$ cat config.mk
export PLATFORM = sky130hd
export DESIGN_NAME = gol_mem_arbiter
export DESIGN_NICKNAME = d
export VERILOG_FILES = /design/src/rtl/gol_mem_arbiter.sv
export SDC_FILE = /design/constraint.sdc
export NUM_CORES = 1
export LEC_CHECK = 0
export ABC_CLOCK_PERIOD_IN_PS = 1850
export BUFFER_PORTS_ARGS = -buffer_cell sky130_fd_sc_hd__buf_2
export CAP_MARGIN = 30
export CORE_ASPECT_RATIO = 1.5
export CORE_MARGIN = 3
export CORE_UTILIZATION = 35
export DETAILED_ROUTE_END_ITERATION = 10
export PLACE_DENSITY_LB_ADDON = 0.2
export SYNTH_ARGS = -nofsm -noshare
export SYNTH_HDL_FRONTEND = slang
export SYNTH_SLANG_ARGS = --single-unit
$ cat constraint.sdc
create_clock -name clk -period 1.85 [get_ports clk]
set_input_delay 0.0925 -clock clk [delete_from_list [all_inputs] [get_ports clk]]
set_output_delay 0.0925 -clock clk [all_outputs]
set_load 0.01 [all_outputs]
$ cat src/rtl/gol_mem_arbiter.sv
// Three-way arbiter (VGA scanout, GOL engine, CPU) onto one single-port cell RAM.
// VGA has fixed priority unless ENG/CPU starve; read data returns two cycles after the grant.
module gol_mem_arbiter #(
    parameter int ADDR_W       = 16,
    parameter int DATA_W       = 8,
    parameter int STARVE_LIMIT = 15
) (
    input  logic              clk,
    input  logic              reset_n,
    input  logic              vga_req,
    input  logic [ADDR_W-1:0] vga_addr,
    output logic              vga_gnt,
    output logic              vga_rvalid,
    output logic [DATA_W-1:0] vga_rdata,
    input  logic              eng_req,
    input  logic              eng_we,
    input  logic [ADDR_W-1:0] eng_addr,
    input  logic [DATA_W-1:0] eng_wdata,
    output logic              eng_gnt,
    output logic              eng_rvalid,
    output logic [DATA_W-1:0] eng_rdata,
    input  logic              cpu_req,
    input  logic              cpu_we,
    input  logic [ADDR_W-1:0] cpu_addr,
    input  logic [DATA_W-1:0] cpu_wdata,
    output logic              cpu_gnt,
    output logic              cpu_rvalid,
    output logic [DATA_W-1:0] cpu_rdata,
    output logic [ADDR_W-1:0] mem_addr,
    output logic              mem_we,
    output logic [DATA_W-1:0] mem_wdata,
    input  logic [DATA_W-1:0] mem_rdata,
    output logic              starve_evt
);

    localparam logic [7:0] STARVE_LIM8 = 8'(STARVE_LIMIT);

    // Requester index: 0 = VGA, 1 = ENG, 2 = CPU
    logic [2:0]        req_vec;
    logic [2:0]        gnt_vec;
    logic [2:0]        starved_vec;
    logic [2:0]        rvalid_vec;
    logic [DATA_W-1:0] rdata_vec [3];

    logic              rr_reg, rr_next;
    logic              evt_next;
    logic              xfer;
    logic              sel_we;
    logic [1:0]        sel_owner;
    logic [ADDR_W-1:0] sel_addr;
    logic [DATA_W-1:0] sel_wdata;

    logic              tag1_valid_reg, tag2_valid_reg;
    logic [1:0]        tag1_owner_reg, tag2_owner_reg;
    logic [ADDR_W-1:0] mem_addr_reg;
    logic              mem_we_reg;
    logic [DATA_W-1:0] mem_wdata_reg;

    assign req_vec        = {cpu_req, eng_req, vga_req};
    assign starved_vec[0] = 1'b0;

    // Per-requester starvation counters for ENG and CPU
    genvar gi;
    generate
        for (gi = 1; gi < 3; gi++) begin : g_starve
            logic [7:0] cnt_reg;
            always_ff @(posedge clk) begin
                if (!reset_n || !req_vec[gi] || gnt_vec[gi]) begin
                    cnt_reg <= '0;
                end else if (cnt_reg != 8'hFF) begin
                    cnt_reg <= cnt_reg + 8'd1;
                end
            end
            assign starved_vec[gi] = req_vec[gi] && (cnt_reg >= STARVE_LIM8);
        end
    endgenerate

    // Grant is combinational; everything is held off while reset is asserted
    always_comb begin
        gnt_vec  = '0;
        evt_next = 1'b0;
        if (reset_n) begin
            if (starved_vec[1] && starved_vec[2]) begin
                evt_next = 1'b1;
                if (rr_reg) gnt_vec[2] = 1'b1;
                else        gnt_vec[1] = 1'b1;
            end else if (starved_vec[1]) begin
                evt_next   = 1'b1;
                gnt_vec[1] = 1'b1;
            end else if (starved_vec[2]) begin
                evt_next   = 1'b1;
                gnt_vec[2] = 1'b1;
            end else if (vga_req) begin
                gnt_vec[0] = 1'b1;
            end else if (eng_req && cpu_req) begin
                if (rr_reg) gnt_vec[2] = 1'b1;
                else        gnt_vec[1] = 1'b1;
            end else if (eng_req) begin
                gnt_vec[1] = 1'b1;
            end else if (cpu_req) begin
                gnt_vec[2] = 1'b1;
            end
        end
    end

    always_comb begin
        sel_addr  = vga_addr;
        sel_we    = 1'b0;
        sel_wdata = '0;
        sel_owner = 2'd0;
        if (gnt_vec[1]) begin
            sel_addr  = eng_addr;
            sel_we    = eng_we;
            sel_wdata = eng_wdata;
            sel_owner = 2'd1;
        end else if (gnt_vec[2]) begin
            sel_addr  = cpu_addr;
            sel_we    = cpu_we;
            sel_wdata = cpu_wdata;
            sel_owner = 2'd2;
        end
    end

    assign xfer = |gnt_vec;

    // Round-robin only advances when ENG and CPU actually contended
    always_comb begin
        rr_next = rr_reg;
        if ((gnt_vec[1] || gnt_vec[2]) && eng_req && cpu_req) begin
            rr_next = ~rr_reg;
        end
    end

    always_ff @(posedge clk) begin
        if (!reset_n) begin
            rr_reg         <= 1'b0;
            tag1_valid_reg <= 1'b0;
            tag1_owner_reg <= 2'd0;
            tag2_valid_reg <= 1'b0;
            tag2_owner_reg <= 2'd0;
            mem_addr_reg   <= '0;
            mem_we_reg     <= 1'b0;
            mem_wdata_reg  <= '0;
        end else begin
            rr_reg         <= rr_next;
            tag1_valid_reg <= xfer && !sel_we;
            tag1_owner_reg <= sel_owner;
            tag2_valid_reg <= tag1_valid_reg;
            tag2_owner_reg <= tag1_owner_reg;
            mem_we_reg     <= xfer && sel_we;
            if (xfer) begin
                mem_addr_reg  <= sel_addr;
                mem_wdata_reg <= sel_wdata;
            end
        end
    end

    // Return routing: tag stage 2 lines up with RAM read data
    generate
        for (gi = 0; gi < 3; gi++) begin : g_ret
            logic [DATA_W-1:0] hold_reg;
            assign rvalid_vec[gi] = reset_n && tag2_valid_reg && (tag2_owner_reg == 2'(gi));
            assign rdata_vec[gi]  = rvalid_vec[gi] ? mem_rdata : hold_reg;
            always_ff @(posedge clk) begin
                if (!reset_n) begin
                    hold_reg <= '0;
                end else if (rvalid_vec[gi]) begin
                    hold_reg <= mem_rdata;
                end
            end
        end
    endgenerate

    assign vga_gnt    = gnt_vec[0];
    assign eng_gnt    = gnt_vec[1];
    assign cpu_gnt    = gnt_vec[2];
    assign vga_rvalid = rvalid_vec[0];
    assign eng_rvalid = rvalid_vec[1];
    assign cpu_rvalid = rvalid_vec[2];
    assign vga_rdata  = rdata_vec[0];
    assign eng_rdata  = rdata_vec[1];
    assign cpu_rdata  = rdata_vec[2];
    assign mem_addr   = mem_addr_reg;
    assign mem_we     = mem_we_reg;
    assign mem_wdata  = mem_wdata_reg;
    assign starve_evt = evt_next;

endmodule

==> impl_metrics.env, run 1 <==
export IMPL_status="finished, violations left"
export IMPL_violations="setup timing"
export IMPL_ios=135
export IMPL_drt_pass1_iter_count=7
export IMPL_synth_seq_area_share_pct=42.7
export IMPL_initialDrtViolationCount=109
export IMPL_cts_max_level=3
export IMPL_fp_dieH_um=126
export IMPL_clock_skew_ns=0.00650
export IMPL_cp_end_kind="output pin"
export IMPL_grt_pass1_wl_um=15200
export IMPL_grt_overflow_total=0
export IMPL_rsz0062_at_grt="yes"
export IMPL_synth_edff_count=0
export IMPL_postRouteAntennaNets=0
export IMPL_wire_per_inst_um=14.8
export IMPL_power_density_nw_per_um2=776
export IMPL_hp_class="input pin to flip-flop"
export IMPL_numPortBuffers=134
export IMPL_final_common_cell="buf_2"
export IMPL_leakagePower_nw=2.46
export IMPL_slew_limit_headroom_pct=72.9
export IMPL_synthSimpleGateAreaFrac_pct=16.6
export IMPL_hold_path_startpoint="cpu_wdata[2]"
export IMPL_die_w_um=86.2
export IMPL_worst_ep_arrival_time_ns=1.80
export IMPL_cts_made_buffers=9
export IMPL_die_area_um2=10900
export IMPL_syn_to_final_growth_pct=48.2
export IMPL_synth_compound_area_share_pct=21.5
export IMPL_rows=43
export IMPL_place_hpwl_um=7060
export IMPL_gp_congestion=0.814
export IMPL_syn_num_nets=437
export IMPL_cts_root_buffer="clkbuf_16"
export IMPL_synth_top_family_by_area="compound AO/OA/AOI/OAI gates"
export IMPL_reg2reg_from="g_starve[1].cnt_reg[6]"
export IMPL_timing_final_crit_period_ns=1.90
export IMPL_cts_tree="built"
export IMPL_whs_endpoint="mem_wdata[2]"
export IMPL_synthXorXnorAreaFrac_pct=1.82
export IMPL_worstSetupPathType="flip-flop to output pin"
export IMPL_startpoint_type="flip-flop"
export IMPL_grt_pass1_vias=3289
export IMPL_reg2reg_to="mem_addr[1]"
export IMPL_setup_ws_ns=-0.0464
export IMPL_nFillCells=904
export IMPL_ys_warn_count=0
export IMPL_insertion_delay_ns=0.34
export IMPL_power_mw=3.88
export IMPL_r2r_slack_ns=0.01
export IMPL_antenna_cells=0
export IMPL_synth_seq_cells=72
export IMPL_path_buf_inv=5
export IMPL_yosys_area_share_adder_pct=0.742
export IMPL_synthArstFlopShare_pct=0
export IMPL_largest_register_ffs=24
export IMPL_hold_viol_final=0
export IMPL_syn_area_per_cell_um2=9.48
export IMPL_final_period_utilization_pct=103
export IMPL_worstMarginPinSlew_ns=0.405
export IMPL_final_cells=649
export IMPL_clockBufferDepth=2
export IMPL_ir_drop_mv=0.543
export IMPL_mostFrequentLayoutCells="131 x buf_2, 63 x dfxtp_1, 34 x inv_1, 34 x buf_4, 30 x and2_1"
export IMPL_numClockSinks=72
export IMPL_start_util_pct=36.3
export IMPL_hold_depth=3
export IMPL_netlist_area_um2=3370
export IMPL_r2r_cells=7
export IMPL_path_max_fanout=5
export IMPL_crit_path_frequent_cell="buf_6"
export IMPL_setup_violations=1
export IMPL_vias_per_cell=5.06
export IMPL_cp_top_family="buffers and inverters"
export IMPL_crit_path_top_delay_cell="dfxtp_4"
export IMPL_drv_slew=0
export IMPL_wl_um=9630
export IMPL_critPathMaxStageDelay_ns=0.35
export IMPL_synthFlopType="dfxtp_1"
export IMPL_grt_max_degree=25
export IMPL_drv_cap=0
export IMPL_nets=613
export IMPL_crit_path_cell_trace="nor4_4 -> buf_4 -> buf_6 -> a31o_4 -> a211o_1 -> buf_6 -> inv_4 -> buf_6"
export IMPL_antenna_found_initial=0
export IMPL_dp_cells=617
export IMPL_synth_distinct_cells=52
export IMPL_synthMuxAreaShare_pct=9.79
export IMPL_drive_gt1_share_pct=48.0
export IMPL_netlist_instances=356
export IMPL_drcViolationCount=0
export IMPL_cp_required_ns=1.76
export IMPL_fmax_mhz=527
export IMPL_dr_total_vias=3286
export IMPL_core_area_um2=9310
export IMPL_grt_usage_pct=17.7
export IMPL_cts_clk_slew_worst_paths_ns=0.06
==> synth_stat cells, drive strengths merged (8+ instances only) <==
library cell	instances	area [um^2]
a21oi	17	88.8
o211ai	12	90.1
inv	36	135
dfxtp	72	1440
nand2	15	56.3
nor2	25	93.8
buf	8	57.6
mux2	24	270
o221ai	12	105
clkbuf	10	37.5
a22o	13	114
and2	30	188
==> metal layers <==
layer,GRT usage (%),share of wire (%),vias up
met5,0,0,-
met1,19.6,38,1534
met3,3.60,5.5,18
met2,31.6,54,103
met4,8.44,2.5,0
li1,-,-,1631
==> report_power, final <==
group          internal (mW)  switching (mW)
Clock                   1.05           0.701
Sequential              1.61          0.0304
Combinational          0.247           0.240
Total                   2.91           0.971
==> final cells by class <==
cell class	instances	area (um^2)	area share, %
multi-input cells	230	1830	36.6
repair buffers	183	1130	22.5
flip-flops and latches	72	1460	29.1
well taps	112	140	2.80
clock buffers	9	225	4.50
inverters	36	145	2.90
clock inverters	7	77.6	1.55
==> through the flow <==
stage / hold WS (ns) / area (um^2) / TNS [ns] / setup WS, ns / utilization (%)
3_5_place_dp: 0.314 / 4370 / -0.0821 / -0.0346 / 46.9
6_report: 0.0174 / 5000 / -0.0464 / -0.0464 / 53.7
2_1_floorplan: 0.204 / 3390 / 0 / 0.0231 / -
3_3_place_gp: 0.312 / 4370 / 0 / 0.00771 / 46.9
4_1_cts: 0.00205 / 4820 / -0.142 / -0.0332 / 51.8
5_1_grt: 0.0363 / 5000 / -1.21 / -0.122 / 53.7
==> worst register-to-register path, cell delays in order (launching register included) <==
cell,delay (ns)
dfxtp_4,0.35
nor4_4,0.26
buf_4,0.19
o2111ai_4,0.15
o22a_4,0.26
buf_6,0.14
o211ai_1,0.26
a22o_1,0.17
==> what timing repair did <==
action                     in CTS  in global routing
hold endpoints to repair        3                  1
gates resized for setup        19                 31
gates cloned                    0                  1
buffers inserted                9                  4
setup endpoints to repair      11                 45
pin swaps                       7                 20
hold buffers                    3                  1
==> cells by family after synthesis <==
family / Yosys count
xor+xnor: 7
buf+inv: 54
compound gates: 90
fa+ha+maj: 2
flops: 72
mux: 30
simple gates: 101
==> worst max path at each step <==
stage | startpoint | end | cells after the start
floorplan | g_starve[1].cnt_reg[0] | mem_addr[3] | 8
global placement | g_starve[2].cnt_reg[0] | rr_reg | 8
detailed placement | g_starve[2].cnt_reg[1] | rr_reg | 8
CTS | g_starve[1].cnt_reg[6] | eng_gnt | 8
global route | g_starve[1].cnt_reg[6] | eng_gnt | 8
finish | g_starve[1].cnt_reg[6] | eng_gnt | 8
(Power assumes the default switching activity.)
==> run 2: changes to the inputs <==
- ABC_AREA: default -> 1
==> impl_metrics.env, run 2 <==
export IMPL_path_buf_inv=4
export IMPL_switching_power_mw=1.05
export IMPL_cts_tree="built"
export IMPL_die_w_um=90.1
export IMPL_cp_end_kind="output pin"
export IMPL_syn_area_per_cell_um2=6.77
export IMPL_crit_path_top_delay_cell="dfxtp_2"
export IMPL_antenna_found_initial=0
export IMPL_cp_required_ns=1.76
export IMPL_die_area_um2=11900
export IMPL_combPwrFrac_pct=14.5
export IMPL_grt_pass1_vias=3809
export IMPL_vias_per_cell=4.56
export IMPL_final_cells=850
export IMPL_drv_cap=0
export IMPL_yosysTopAreaCell="dfxtp_1"
export IMPL_cts_clk_slew_worst_paths_ns=0.06
export IMPL_nFillCells=1081
export IMPL_synth_seq_cells=72
export IMPL_hp_class="input pin to flip-flop"
export IMPL_ys_top_cells_by_count="110 x inv_1, 98 x nand2_1, 72 x dfxtp_1"
export IMPL_p_seq_share_pct=41.4
export IMPL_initialDrtViolationCount=115
export IMPL_worstMarginPinSlew_ns=0.402
export IMPL_postRouteAntennaNets=0
export IMPL_wire_per_inst_um=12.2
export IMPL_synthXorXnorAreaFrac_pct=2.12
export IMPL_hold_viol_final=0
export IMPL_timing_final_crit_period_ns=1.78
export IMPL_p_sw_share_pct=26.4
export IMPL_cts_max_level=3
export IMPL_clock_skew_ns=0.00923
export IMPL_synthTopCellsByArea="dfxtp_1 39%, inv_1 11%, nand2_1 9.9%"
export IMPL_numClockSinks=72
export IMPL_ys_warn_count=0
export IMPL_p_clk_share_pct=44.1
export IMPL_clockBufferDepth=2
export IMPL_grt_max_degree=38
export IMPL_antenna_cells=0
export IMPL_finish_utilization_pct=50.6
export IMPL_synthSimpleGateAreaFrac_pct=35.1
export IMPL_drt_pass1_iter_count=4
export IMPL_numPortBuffers=134
export IMPL_final_period_utilization_pct=96.2
export IMPL_leakagePower_nw=3.05
export IMPL_crit_path_frequent_cell="nand2_4"
export IMPL_wl_um=10400
export IMPL_grt_pass1_wl_um=17500
export IMPL_worst_ep_arrival_time_ns=1.69
export IMPL_yosys_area_share_adder_pct=0.673
export IMPL_design_area_um2=5180
export IMPL_dp_cells=823
export IMPL_synth_edff_count=0
export IMPL_power_internal_mw=2.93
export IMPL_fp_dieH_um=132
export IMPL_ir_drop_mv=0.398
export IMPL_gp_congestion=0.836
export IMPL_synthMuxAreaShare_pct=0
export IMPL_syn_to_final_growth_pct=39.4
export IMPL_mostFrequentLayoutCells="133 x buf_2, 108 x inv_1, 95 x nand2_1"
export IMPL_syn_num_nets=630
export IMPL_synthFlopType="dfxtp_1"
export IMPL_final_common_cell="buf_2"
export IMPL_synthArstFlopShare_pct=0
export IMPL_status="finished clean"
export IMPL_crit_path_cell_trace="ha_4 -> nand3_4 -> nand3_2 -> nand2_4 -> inv_4 -> nand2_4 -> nand2_4 -> nand2_4 -> inv_4 -> buf_6 -> buf_4"
export IMPL_synth_seq_area_share_pct=38.8
export IMPL_rows=45
export IMPL_nets=785
export IMPL_slew_limit_headroom_pct=73.2
export IMPL_core_area_um2=10200
export IMPL_synth_top_family_by_area="simple AND/OR/NAND/NOR gates"
export IMPL_insertion_delay_ns=0.34
export IMPL_worstSetupPathType="flip-flop to output pin"
export IMPL_drcViolationCount=0
export IMPL_yosysMostFrequentCell="inv_1"
export IMPL_whs_ns=0.0423
export IMPL_synth_compound_area_share_pct=8.22
export IMPL_path_max_fanout=4
export IMPL_power_density_nw_per_um2=769
export IMPL_cts_root_buffer="clkbuf_16"
export IMPL_setup_tns_ns=0
export IMPL_drv_slew=0
export IMPL_setup_violations=0
export IMPL_place_area_um2=4600
export IMPL_cts_made_buffers=9
export IMPL_ios=135
export IMPL_critPathMaxStageDelay_ns=0.34
export IMPL_synth_distinct_cells=28
export IMPL_dr_total_vias=3874
export IMPL_multi_input_area_um2=1850
export IMPL_drive_gt1_share_pct=34.4
export IMPL_grt_overflow_total=0
export IMPL_netlist_instances=549
export IMPL_grt_usage_pct=17.9
export IMPL_start_util_pct=36.3
export IMPL_synth_top_area_share_pct=38.8
export IMPL_rsz0062_at_grt="yes"
export IMPL_seq_area_um2=1450
export IMPL_largest_register_ffs=24
export IMPL_fmax_mhz=562
export IMPL_startpoint_type="flip-flop"
export IMPL_cp_top_family="simple AND/OR/NAND/NOR gates"
export IMPL_place_hpwl_um=7710
export IMPL_netlist_area_um2=3720
==> run 2: metal layers <==
| layer | global-route usage, % | routed length, um |
|---|---|---|
| met1 | 21.3 | 4340 |
| met2 | 31.5 | 5340 |
| met3 | 3.77 | 576 |
| met4 | 6.90 | 157 |
| met5 | 0 | 0 |
==> run 2: kinds of logic after synthesis <==
logic type / count (synthesis)
flip-flops: 72
adder cells (fa/ha/maj): 2
XOR/XNOR: 9
AO/OA/AOI/OAI: 60
AND/OR/NAND/NOR: 270
buffers and inverters: 136
==> run 2: through the flow <==
stage	setup WS (ns)	power [mW]
2_1_floorplan	0.173	1.99
3_3_place_gp	0.0710	2.22
3_5_place_dp	0.0116	2.23
4_1_cts	0.00796	4.03
5_1_grt	-0.00855	4.20
6_report	0.0704	3.99
==> run 2: worst register-to-register path, stage by stage (launching register included) <==
cell     delay, ns
dfxtp_2       0.35
ha_4          0.15
nand3_4       0.08
nand3_2       0.09
nand2_4       0.08
inv_4         0.07
nand2_4       0.06
nand2_4       0.08
buf_4         0.16
buf_8         0.14
nand3_1       0.07
nand3_1       0.10
nand3_1       0.07
nand2_1       0.07
inv_1         0.03
==> run 2: final timing paths <==
kind	startpoint	endpoint	slack [ns]	depth (start not counted)
worst max-delay path	g_starve[2].cnt_reg[0]	cpu_gnt	0.07	11
worst min-delay path	mem_rdata[3]	g_ret[2].hold_reg[3]	0.04	3
worst max register to register	g_starve[2].cnt_reg[0]	mem_addr[12]	0.13	14
worst min register to register	tag1_owner_reg[0]	tag2_owner_reg[0]	0.41	2
==> run 2: power groups by stage <==
stage,logic (mW),registers [mW],clock network [mW]
after floorplan,0.295,1.70,0
after global routing,0.659,1.66,1.88
after detailed placement,0.546,1.68,0
final,0.579,1.65,1.76
after CTS,0.564,1.65,1.81
after global placement,0.540,1.68,0
==> run 2: repair_timing <==
item	in CTS	in global routing
pin swaps	3	6
endpoints found under the hold margin	1	0
setup endpoints to repair	10	65
setup buffers	8	1
gates resized for setup	9	40
hold buffers	2	0
==> run 2: layout make-up <==
class | instances | area share (%)
repair buffers | 166 | 18.5
well taps | 141 | 3.40
inverters | 114 | 8.45
clock inverters | 7 | 1.52
flip-flops and latches | 72 | 28.0
clock buffers | 9 | 4.35
multi-input cells | 341 | 35.7
